`src/rtl/edge_implication_monitor.sv`:
```
// Clocked implication monitor "a |-> edge(b)" with pass/fail(/vacuous) pulses,
// saturating counters and a first-fail cycle stamp. Optional macro: EDGE_MON_VACUOUS_EN.
module edge_implication_monitor #(
  parameter int CNT_W        = 16,
  parameter int TS_W         = 32,
  parameter int HALT_ON_FAIL = 0
) (
  input  logic             clk,
  input  logic             rst,
  input  logic             en,
  input  logic             clr,
  input  logic [1:0]       edge_sel,
  input  logic             a,
  input  logic             b,
  output logic             pass,
  output logic             fail,
  output logic             vacuous,
  output logic [CNT_W-1:0] pass_cnt,
  output logic [CNT_W-1:0] fail_cnt,
  output logic [CNT_W-1:0] vac_cnt,
  output logic [TS_W-1:0]  first_fail_ts,
  output logic             first_fail_vld,
  output logic             halted
);

  typedef enum logic [1:0] {
    S_IDLE = 2'd0,
    S_RUN  = 2'd1,
    S_HALT = 2'd2
  } state_t;

  typedef enum logic [1:0] {
    E_FELL    = 2'd0,
    E_ROSE    = 2'd1,
    E_STABLE  = 2'd2,
    E_CHANGED = 2'd3
  } edge_t;

  state_t            r_state, w_state_nxt;
  logic              r_b_past;
  logic [TS_W-1:0]   r_cyc;
  logic              r_pass, r_fail;
  logic [CNT_W-1:0]  r_pass_cnt, r_fail_cnt;
  logic [TS_W-1:0]   r_ff_ts;
  logic              r_ff_vld;

  logic              w_edge_true;
  logic              w_eval;
  logic              w_pass, w_fail, w_vac;

  always_comb begin
    w_edge_true = 1'b0;
    case (edge_t'(edge_sel))
      E_FELL:    w_edge_true = r_b_past & ~b;
      E_ROSE:    w_edge_true = ~r_b_past & b;
      E_STABLE:  w_edge_true = (b == r_b_past);
      E_CHANGED: w_edge_true = (b != r_b_past);
      default:   w_edge_true = 1'b0;
    endcase
  end

  // An evaluation in a clr cycle is discarded; IDLE with en=1 evaluates on the same edge.
  assign w_eval = en & ~clr & (r_state != S_HALT);
  assign w_fail = w_eval & a & ~w_edge_true;
`ifdef EDGE_MON_VACUOUS_EN
  assign w_pass = w_eval & a & w_edge_true;
  assign w_vac  = w_eval & ~a;
`else
  assign w_pass = w_eval & (~a | w_edge_true);
  assign w_vac  = 1'b0;
`endif

  always_comb begin
    w_state_nxt = r_state;
    case (r_state)
      S_IDLE:  if (en)  w_state_nxt = S_RUN;
      S_RUN:   if (!en) w_state_nxt = S_IDLE;
      S_HALT:  w_state_nxt = S_HALT;
      default: w_state_nxt = S_IDLE;
    endcase
    if (w_fail && (HALT_ON_FAIL != 0)) w_state_nxt = S_HALT;
    if (clr)                           w_state_nxt = S_IDLE;
  end

  // NOTE: all state updates use non-blocking assignments with a synchronous reset check first,
  // so every register sees the pre-edge values of its neighbours.
  always_ff @(posedge clk) begin
    if (rst) begin
      r_state    <= S_IDLE;
      r_b_past   <= 1'b0;
      r_cyc      <= '0;
      r_pass     <= 1'b0;
      r_fail     <= 1'b0;
      r_pass_cnt <= '0;
      r_fail_cnt <= '0;
      r_ff_ts    <= '0;
      r_ff_vld   <= 1'b0;
    end else begin
      r_state  <= w_state_nxt;
      r_b_past <= b;
      r_cyc    <= r_cyc + 1'b1;
      r_pass   <= w_pass;
      r_fail   <= w_fail;
      if (clr) begin
        r_pass_cnt <= '0;
        r_fail_cnt <= '0;
        r_ff_ts    <= '0;
        r_ff_vld   <= 1'b0;
      end else begin
        if (w_pass && (r_pass_cnt != {CNT_W{1'b1}})) r_pass_cnt <= r_pass_cnt + 1'b1;
        if (w_fail && (r_fail_cnt != {CNT_W{1'b1}})) r_fail_cnt <= r_fail_cnt + 1'b1;
        if (w_fail && !r_ff_vld) begin
          r_ff_ts  <= r_cyc;
          r_ff_vld <= 1'b1;
        end
      end
    end
  end

`ifdef EDGE_MON_VACUOUS_EN
  logic             r_vac;
  logic [CNT_W-1:0] r_vac_cnt;

  always_ff @(posedge clk) begin
    if (rst) begin
      r_vac     <= 1'b0;
      r_vac_cnt <= '0;
    end else begin
      r_vac <= w_vac;
      if (clr)                                        r_vac_cnt <= '0;
      else if (w_vac && (r_vac_cnt != {CNT_W{1'b1}})) r_vac_cnt <= r_vac_cnt + 1'b1;
    end
  end

  assign vacuous = r_vac;
  assign vac_cnt = r_vac_cnt;
`else
  assign vacuous = w_vac;
  assign vac_cnt = '0;
`endif

  assign pass           = r_pass;
  assign fail           = r_fail;
  assign pass_cnt       = r_pass_cnt;
  assign fail_cnt       = r_fail_cnt;
  assign first_fail_ts  = r_ff_ts;
  assign first_fail_vld = r_ff_vld;
  assign halted         = (r_state == S_HALT);

endmodule

```
`config.mk`:
```
export PLATFORM = sky130hd
export DESIGN_NAME = edge_implication_monitor
export DESIGN_NICKNAME = d
export VERILOG_FILES = /design/src/rtl/edge_implication_monitor.sv
export SDC_FILE = /design/constraint.sdc
export NUM_CORES = 1
export LEC_CHECK = 0
export CAP_MARGIN = 25
export CORE_MARGIN = 1
export CORE_UTILIZATION = 55
export DETAILED_ROUTE_END_ITERATION = 8
export GPL_ROUTABILITY_DRIVEN = 0
export HOLD_SLACK_MARGIN = 0.03
export PLACE_DENSITY = 0.95
export SLEW_MARGIN = 10
export SYNTH_ARGS = -nofsm -noshare
export SYNTH_HDL_FRONTEND = slang
export SYNTH_SLANG_ARGS = --single-unit
export TNS_END_PERCENT = 5
```
`constraint.sdc`:
```
create_clock -name clk -period 4.85 [get_ports clk]
set_clock_uncertainty 0.2 [all_clocks]
set_input_delay 0.97 -clock clk [delete_from_list [all_inputs] [get_ports clk]]
set_output_delay 0.97 -clock clk [all_outputs]
set_load 0.005 [all_outputs]
```
==> results of run 1 <==
[worst max-delay path: cells and delay by family]
kind	cells	cell delay [ns]
adders and majority gates	1	0.28
AOI/OAI and AO/OA	1	0.63
buffers and inverters	2	0.55
and+or+nand+nor	4	1.36
[power by group]
| group | total (µW) | switching, µW | internal [µW] | leakage (µW) |
|---|---|---|---|---|
| clock | 628 | 283 | 345 | 0.000114 |
| sequential | 845 | 4.28 | 841 | 0.000822 |
| combinational | 58.9 | 40.4 | 18.5 | 0.000817 |
[layout by cell type, fill, tap and decap left out, types with 4 or more instances in the layout]
master / n
conb_1: 17
nor3_1: 7
a21oi_1: 60
nor2_1: 51
inv_1: 6
nor4_1: 4
ha_1: 5
o31ai_1: 6
xor2_1: 21
and3_1: 7
clkbuf_8: 9
o21ai_0: 17
clkdlybuf4s50_1: 75
nand4b_1: 4
or3_1: 21
or4_1: 7
nand4_1: 24
nand2_1: 92
xnor2_1: 8
nand3_1: 23
dfxtp_1: 102
[routing by layer]
layer,global-route usage (%),part of all wire [%]
met4,8.590,1.4
met1,27.99,41
met5,0,0
met2,43.02,51
met3,5.747,6.2
[through the flow]
stage                     setup slack [ns]  std cells  hold WS (ns)  area [µm²]  utilization (%)
after floorplan                      1.657        563        0.1885        4588                -
after global routing                0.9628        718        0.2392        5519            70.33
after detailed placement            0.7732        701        0.2124        5266            67.11
after CTS                            1.113        717        0.2246        5504            70.14
final                                1.070        718        0.2269        5519            70.33
after global placement              0.8843        701        0.1921        5266            67.11
[state kept, by name, indices dropped and copies added, names as in the netlist]
name            cells
fail                1
fail_cnt           16
first_fail_ts      32
first_fail_vld      1
pass                1
pass_cnt           16
r_b_past            1
r_cyc              32
r_state             2
[kinds of logic (layout without fill, tap and decap cells)]
family / after synthesis / in the layout / synth area share, %
multiplexers: 2 / 2 / 0.4421
buffers and inverters: 48 / 101 / 5.582
other: 1 / 17 / 0.08282
XOR/XNOR: 29 / 29 / 5.609
adder cells (fa/ha/maj): 5 / 5 / 1.382
AND/OR/NAND/NOR: 261 / 261 / 28.90
flip-flops: 102 / 102 / 45.10
AO/OA/AOI/OAI: 99 / 99 / 12.90
[final timing paths]
path,slack (ns),to,cells after the start,startpoint
max reg2reg,1.94,fail_cnt[15],6,r_b_past
min reg2reg,0.23,r_state[0],1,r_state[1]
min,0.23,r_state[0],1,r_state[1]
max,1.07,fail_cnt[15],8,b
[cell type report]
type / instances / area share (%)
Multi-Input combinational cell: 413 / 41.69
Timing Repair Buffer: 79 / 14.28
Sequential cell: 102 / 37.00
Clock inverter: 5 / 1.927
Inverter: 6 / 0.4081
Clock buffer: 11 / 2.380
Tap cell: 102 / 2.312
==> impl_results.md, run 1 <==
* CTS Sinks at 102
* Worst Setup Start Kind: input port
* Die width at 92.74 µm
* Post-synth ARST share at 0%
* PortBufs at 75
* Worst-Skew Late Latency at 0.36 ns
* Layout cell share with drive strength beyond 1 at roughly 4.4%
* Hold Path Class: reg -> reg
* CTS-repair resized insts at 0
* Critical path's slowest cell: or4b_1
* Worst Path Class, Setup: in -> reg
* Endpoints failing hold at 0
* DR vias/cell at 5.783
* Ports at 93
* Peak supply drop at 200.5 µV
* Max incr delay on CP at 0.71 ns
* First-pass GRT wire length at 16.69 mm
* TNS Setup at 0 ns
* Die area at 8600 µm²
* Crit-path max FO at 8
* Layout area overhead at 21.88%
* Row cnt at 32
* Diode count at 0
* Synth Register Bits at 102
* CTS tree: yes
* Synth top area share at about 45%
* Most frequent cell after synthesis: dfxtp_1
* Seq/Total Area, Yosys at 45.10%
* H-Tree Depth at 3
* Num CTS Buffers at 9
* Height of the die at between 90 and 100 µm
* WP data required at 4.86 ns
* Status: finished clean
* Worst-path clk slew at 0.09 ns
* FMAX at 264.6 MHz
* Core Footprint at approximately 8000 µm²
* Wirelength per Cell at 14.23 µm
* Area of the multi-input gates at 2301 µm²
* Slew margin rel. at slightly below 30%
* Initial antenna violation count at 0
* Total track usage at 24.10%
* Period utilisation layout at 77.94%
* Filler cell count at 612
* # setup viols final at 0
* Unique masters post-synth at 50
* Cell area after synthesis at 4528 µm²
* Leak at around 0.0018 µW
* Starting density of the core at 57.70%
* Synth Flop Type: dfxtp_1
* Pin count of the biggest net entering global routing at 45
* # Post-CTS Setup Buffers at 0
* Final Critical Period at 3.780 ns
* Yosys warnings at 0
* Final wirelength at 10.22 mm
* Final ANT Viol Nets at 0
* First-pass detailed-route iteration total at 5
* Vias in the first global route at 3,742
* Setup crit end kind: register
* # hold bufs at CTS at 0
* Initial DRC Count at between 150 and 200
* Total Nets Final at 624
* Vias post-DR at about 4,200
* RSZ-0062 raised after global routing: false
* Reg area at between 2000 and 2500 µm²
* Clk root buf: clkbuf_8
* Final Power at between 1500 and 2000 µW
* Number of synthesized flops with an enable pin at 0
* Worst-path cell chain: clkdlybuf4s50_1, inv_1, ha_1, and2_4, or4b_1, a2111oi_4, nor4b_1, nor3_1
* Syn avg cell area at 8.278 µm²
* Arr. time, crit path at 3.79 ns
* Mapped Cells at 547
* Max Cap Viol at 0
* Slew @ Worst Pin at 1.048 ns
* Max Buffers Root-to-Sink at 2
* Largest cells by area after synthesis: dfxtp_1 (45%), nand2_1 (7.6%), a21oi_1 (6.6%), nor2_1 (4.2%), xor2_1 (4.1%)
* Most instantiated cells after synthesis: dfxtp_1 (102), nand2_1 (92), a21oi_1 (60)
* Cell Pwr Density at roughly 280 nW/µm²
* Cell taking the most area after synthesis: dfxtp_1
* Slew Limit Fails at 0
* Residual DRC count at 0
* HPWL Detailed at about 7 mm
* Total grt overflow at 0
Note: power is estimated with default switching activity, not from simulation.
==> inputs of run 2 (changes only) <==
CORE_UTILIZATION = 51   (was 55)
PLACE_DENSITY = 0.91   (was 0.95)
clock period = 3.7 ns   (was 4.85 ns; I/O delays follow)
==> run 2 against run 1 <==
Net effect:
- worst hold slack improved by 0.00074 ns
- sequential power grew 31%
- clock-buffer cell count down 2
- first-iteration DRC count is 9.9% higher
- combinational power rose by 37%
==> impl_results.md, run 2 (synthesized netlist as in run 1, its figures left out) <==
* Status: finished clean
* Worst-path clk slew at 0.10 ns (about the same)
* Post-Place Worst Slack at 0.1136 ns (-0.6596 ns)
* Worst-path cell chain: clkdlybuf4s50_1, inv_1, ha_1, and2_4, or4b_1, buf_4, a211o_1, buf_4, nand2_1, a21oi_1
* DR vias/cell at 5.670 (-2.0%)
* Residual DRC count at 0 (unchanged)
* Worst Path Class, Setup: in -> reg
* Row cnt at 34 (+6.3%)
* DRT met1 WL at 4.341 mm (+3.3%)
* Slew @ Worst Pin at 0.7885 ns (-0.2591 ns)
* HPWL Detailed at 7.333 mm (+6.5%)
* Vias post-DR at 4,139 (-0.31%)
* Ports at 93 (unchanged)
* Leak at 0.001758 µW (+0.26%)
* RSZ-0062 raised after global routing: false
* Die area at 9259 µm² (+7.7%)
* Period utilisation layout at 86.15%
* # hold bufs at CTS at 0 (unchanged)
* Initial antenna violation count at 0 (unchanged)
* Wirelength per Cell at 14.22 µm (-0.10%)
* Worst path most repeated cell: buf_4
* Max Buffers Root-to-Sink at 2 (unchanged)
* Max layer used: met4
* CTS Sinks at 102 (unchanged)
* Core Footprint at 8678 µm² (+11%)
* Layout Utilization at 63.71% (-6.6 points)
* PortBufs at 75 (unchanged)
* Layout area overhead at 22.11%
* Final ANT Viol Nets at 0 (unchanged)
* # Post-CTS Setup Buffers at 0 (unchanged)
* Vias in the first global route at 3,768 (+0.69%)
* Die width at 96.23 µm (+3.8%)
* Max Cap Viol at 0 (unchanged)
* Slew margin rel. at 47.43% (+18 points)
* Num CTS Buffers at 9 (unchanged)
* Initial DRC Count at 200 (+9.9%)
* Worst-Skew Late Latency at 0.38 ns (+0.02 ns)
* Diode count at 0 (unchanged)
* Height of the die at 96.23 µm (+3.8%)
* CTS-repair resized insts at 0 (unchanged)
* Endpoints failing hold at 0 (unchanged)
* Pin count of the biggest net entering global routing at 40 (-11%)
* CTS tree: yes
* TNS Setup at 0 ns (unchanged)
* Post-route setup slack at 0.5126 ns (-0.5575 ns)
* Flop-to-flop setup slack at 1.13 ns (-0.81 ns)
* Setup crit end kind: register
* Cell Pwr Density at 337.4 nW/µm² (+22%)
* H-Tree Depth at 3 (unchanged)
* Critical path's slowest cell: or4b_1
* Starting density of the core at 52.18% (-5.5 points)
* Commonest non-fill, non-tap cell in the layout: dfxtp_1
* Buf/Inv on CP at 4 (+2)
* WL met2 at 5.393 mm (+3.0%)
* Most frequent cells in the layout: dfxtp_1 (102), nand2_1 (92), clkdlybuf4s50_1 (75)
* Total track usage at 23.58% (-0.52 points)
* Met3 routed wirelength at 562 µm (-12%)
* Clk root buf: clkbuf_8
* First-pass GRT wire length at 17.19 mm (+3.0%)
* Total grt overflow at 0 (unchanged)
* Hold Path Class: reg -> reg
* Max incr delay on CP at 0.59 ns (-0.12 ns)
* FMAX at 313.7 MHz
* # setup viols final at 0 (unchanged)
* Peak supply drop at 242.4 µV (+21%)
* Total Nets Final at 630 (+0.96%)
* Layout cell share with drive strength beyond 1 at 5.627% (+1.2 points)
* Delay-heaviest family, CP: buffers and inverters
* Final wirelength at 10.38 mm (+1.6%)
* First-pass detailed-route iteration total at 5 (unchanged)
* Slew Limit Fails at 0 (unchanged)
* Final Critical Period at 3.187 ns
* Crit-path max FO at 32 (+24)
* Worst Setup Start Kind: input port
* Arr. time, crit path at 3.21 ns (-0.58 ns)
* Filler cell count at 729 (+19%)
* WP data required at 3.72 ns (-1.14 ns)
[run 2: layer usage]
| layer | global-route usage [%] | vias up |
|---|---|---|
| met2 | 43.38 | 135 |
| met4 | 4.478 | 0 |
| li1 | - | 2031 |
| met3 | 6.003 | 16 |
| met1 | 27.53 | 1957 |
| met5 | 0 | - |
[run 2: final timing paths]
path / from / end / cells after the start
hold reg to reg: r_state[1] / r_state[0] / 1
hold / removal: r_state[1] / r_state[0] / 1
setup reg to reg: r_b_past / first_fail_ts[1] / 8
setup / recovery: b / first_fail_ts[1] / 10
[run 2: worst reg2reg max path, stage by stage (launching register included)]
cell and delay [ns]:
dfxtp_1 0.32, ha_1 0.27, and2_4 0.16, or4b_1 0.59, buf_4 0.21, a211o_1 0.26
buf_4 0.24, nand2_1 0.12, a21oi_1 0.07
[run 2: final cells by class]
cell class | count | area (µm²) | area share [%]
Tap cell | 108 | 135.1 | 2.444
Inverter | 6 | 22.52 | 0.4073
Clock inverter | 7 | 68.82 | 1.245
Multi-Input combinational cell | 413 | 2301 | 41.62
Timing Repair Buffer | 85 | 835.8 | 15.12
Clock buffer | 9 | 123.9 | 2.240
Sequential cell | 102 | 2042 | 36.93
[run 2: report_power, final]
group          internal, µW  switching [µW]
combinational          27.2            53.2
sequential             1100            5.64
clock                   260             417
[run 2: stage by stage]
| step | area [µm²] | hold WS [ns] | std cells | power (µW) |
|---|---|---|---|---|
| global route | 5529 | 0.2690 | 730 | 1940 |
| detailed placement | 5331 | 0.2130 | 713 | 1214 |
| global placement | 5331 | 0.1921 | 713 | 1210 |
| CTS | 5524 | 0.2289 | 729 | 1882 |
| floorplan | 4588 | 0.1885 | 563 | 1198 |
| finish | 5529 | 0.2276 | 730 | 1866 |
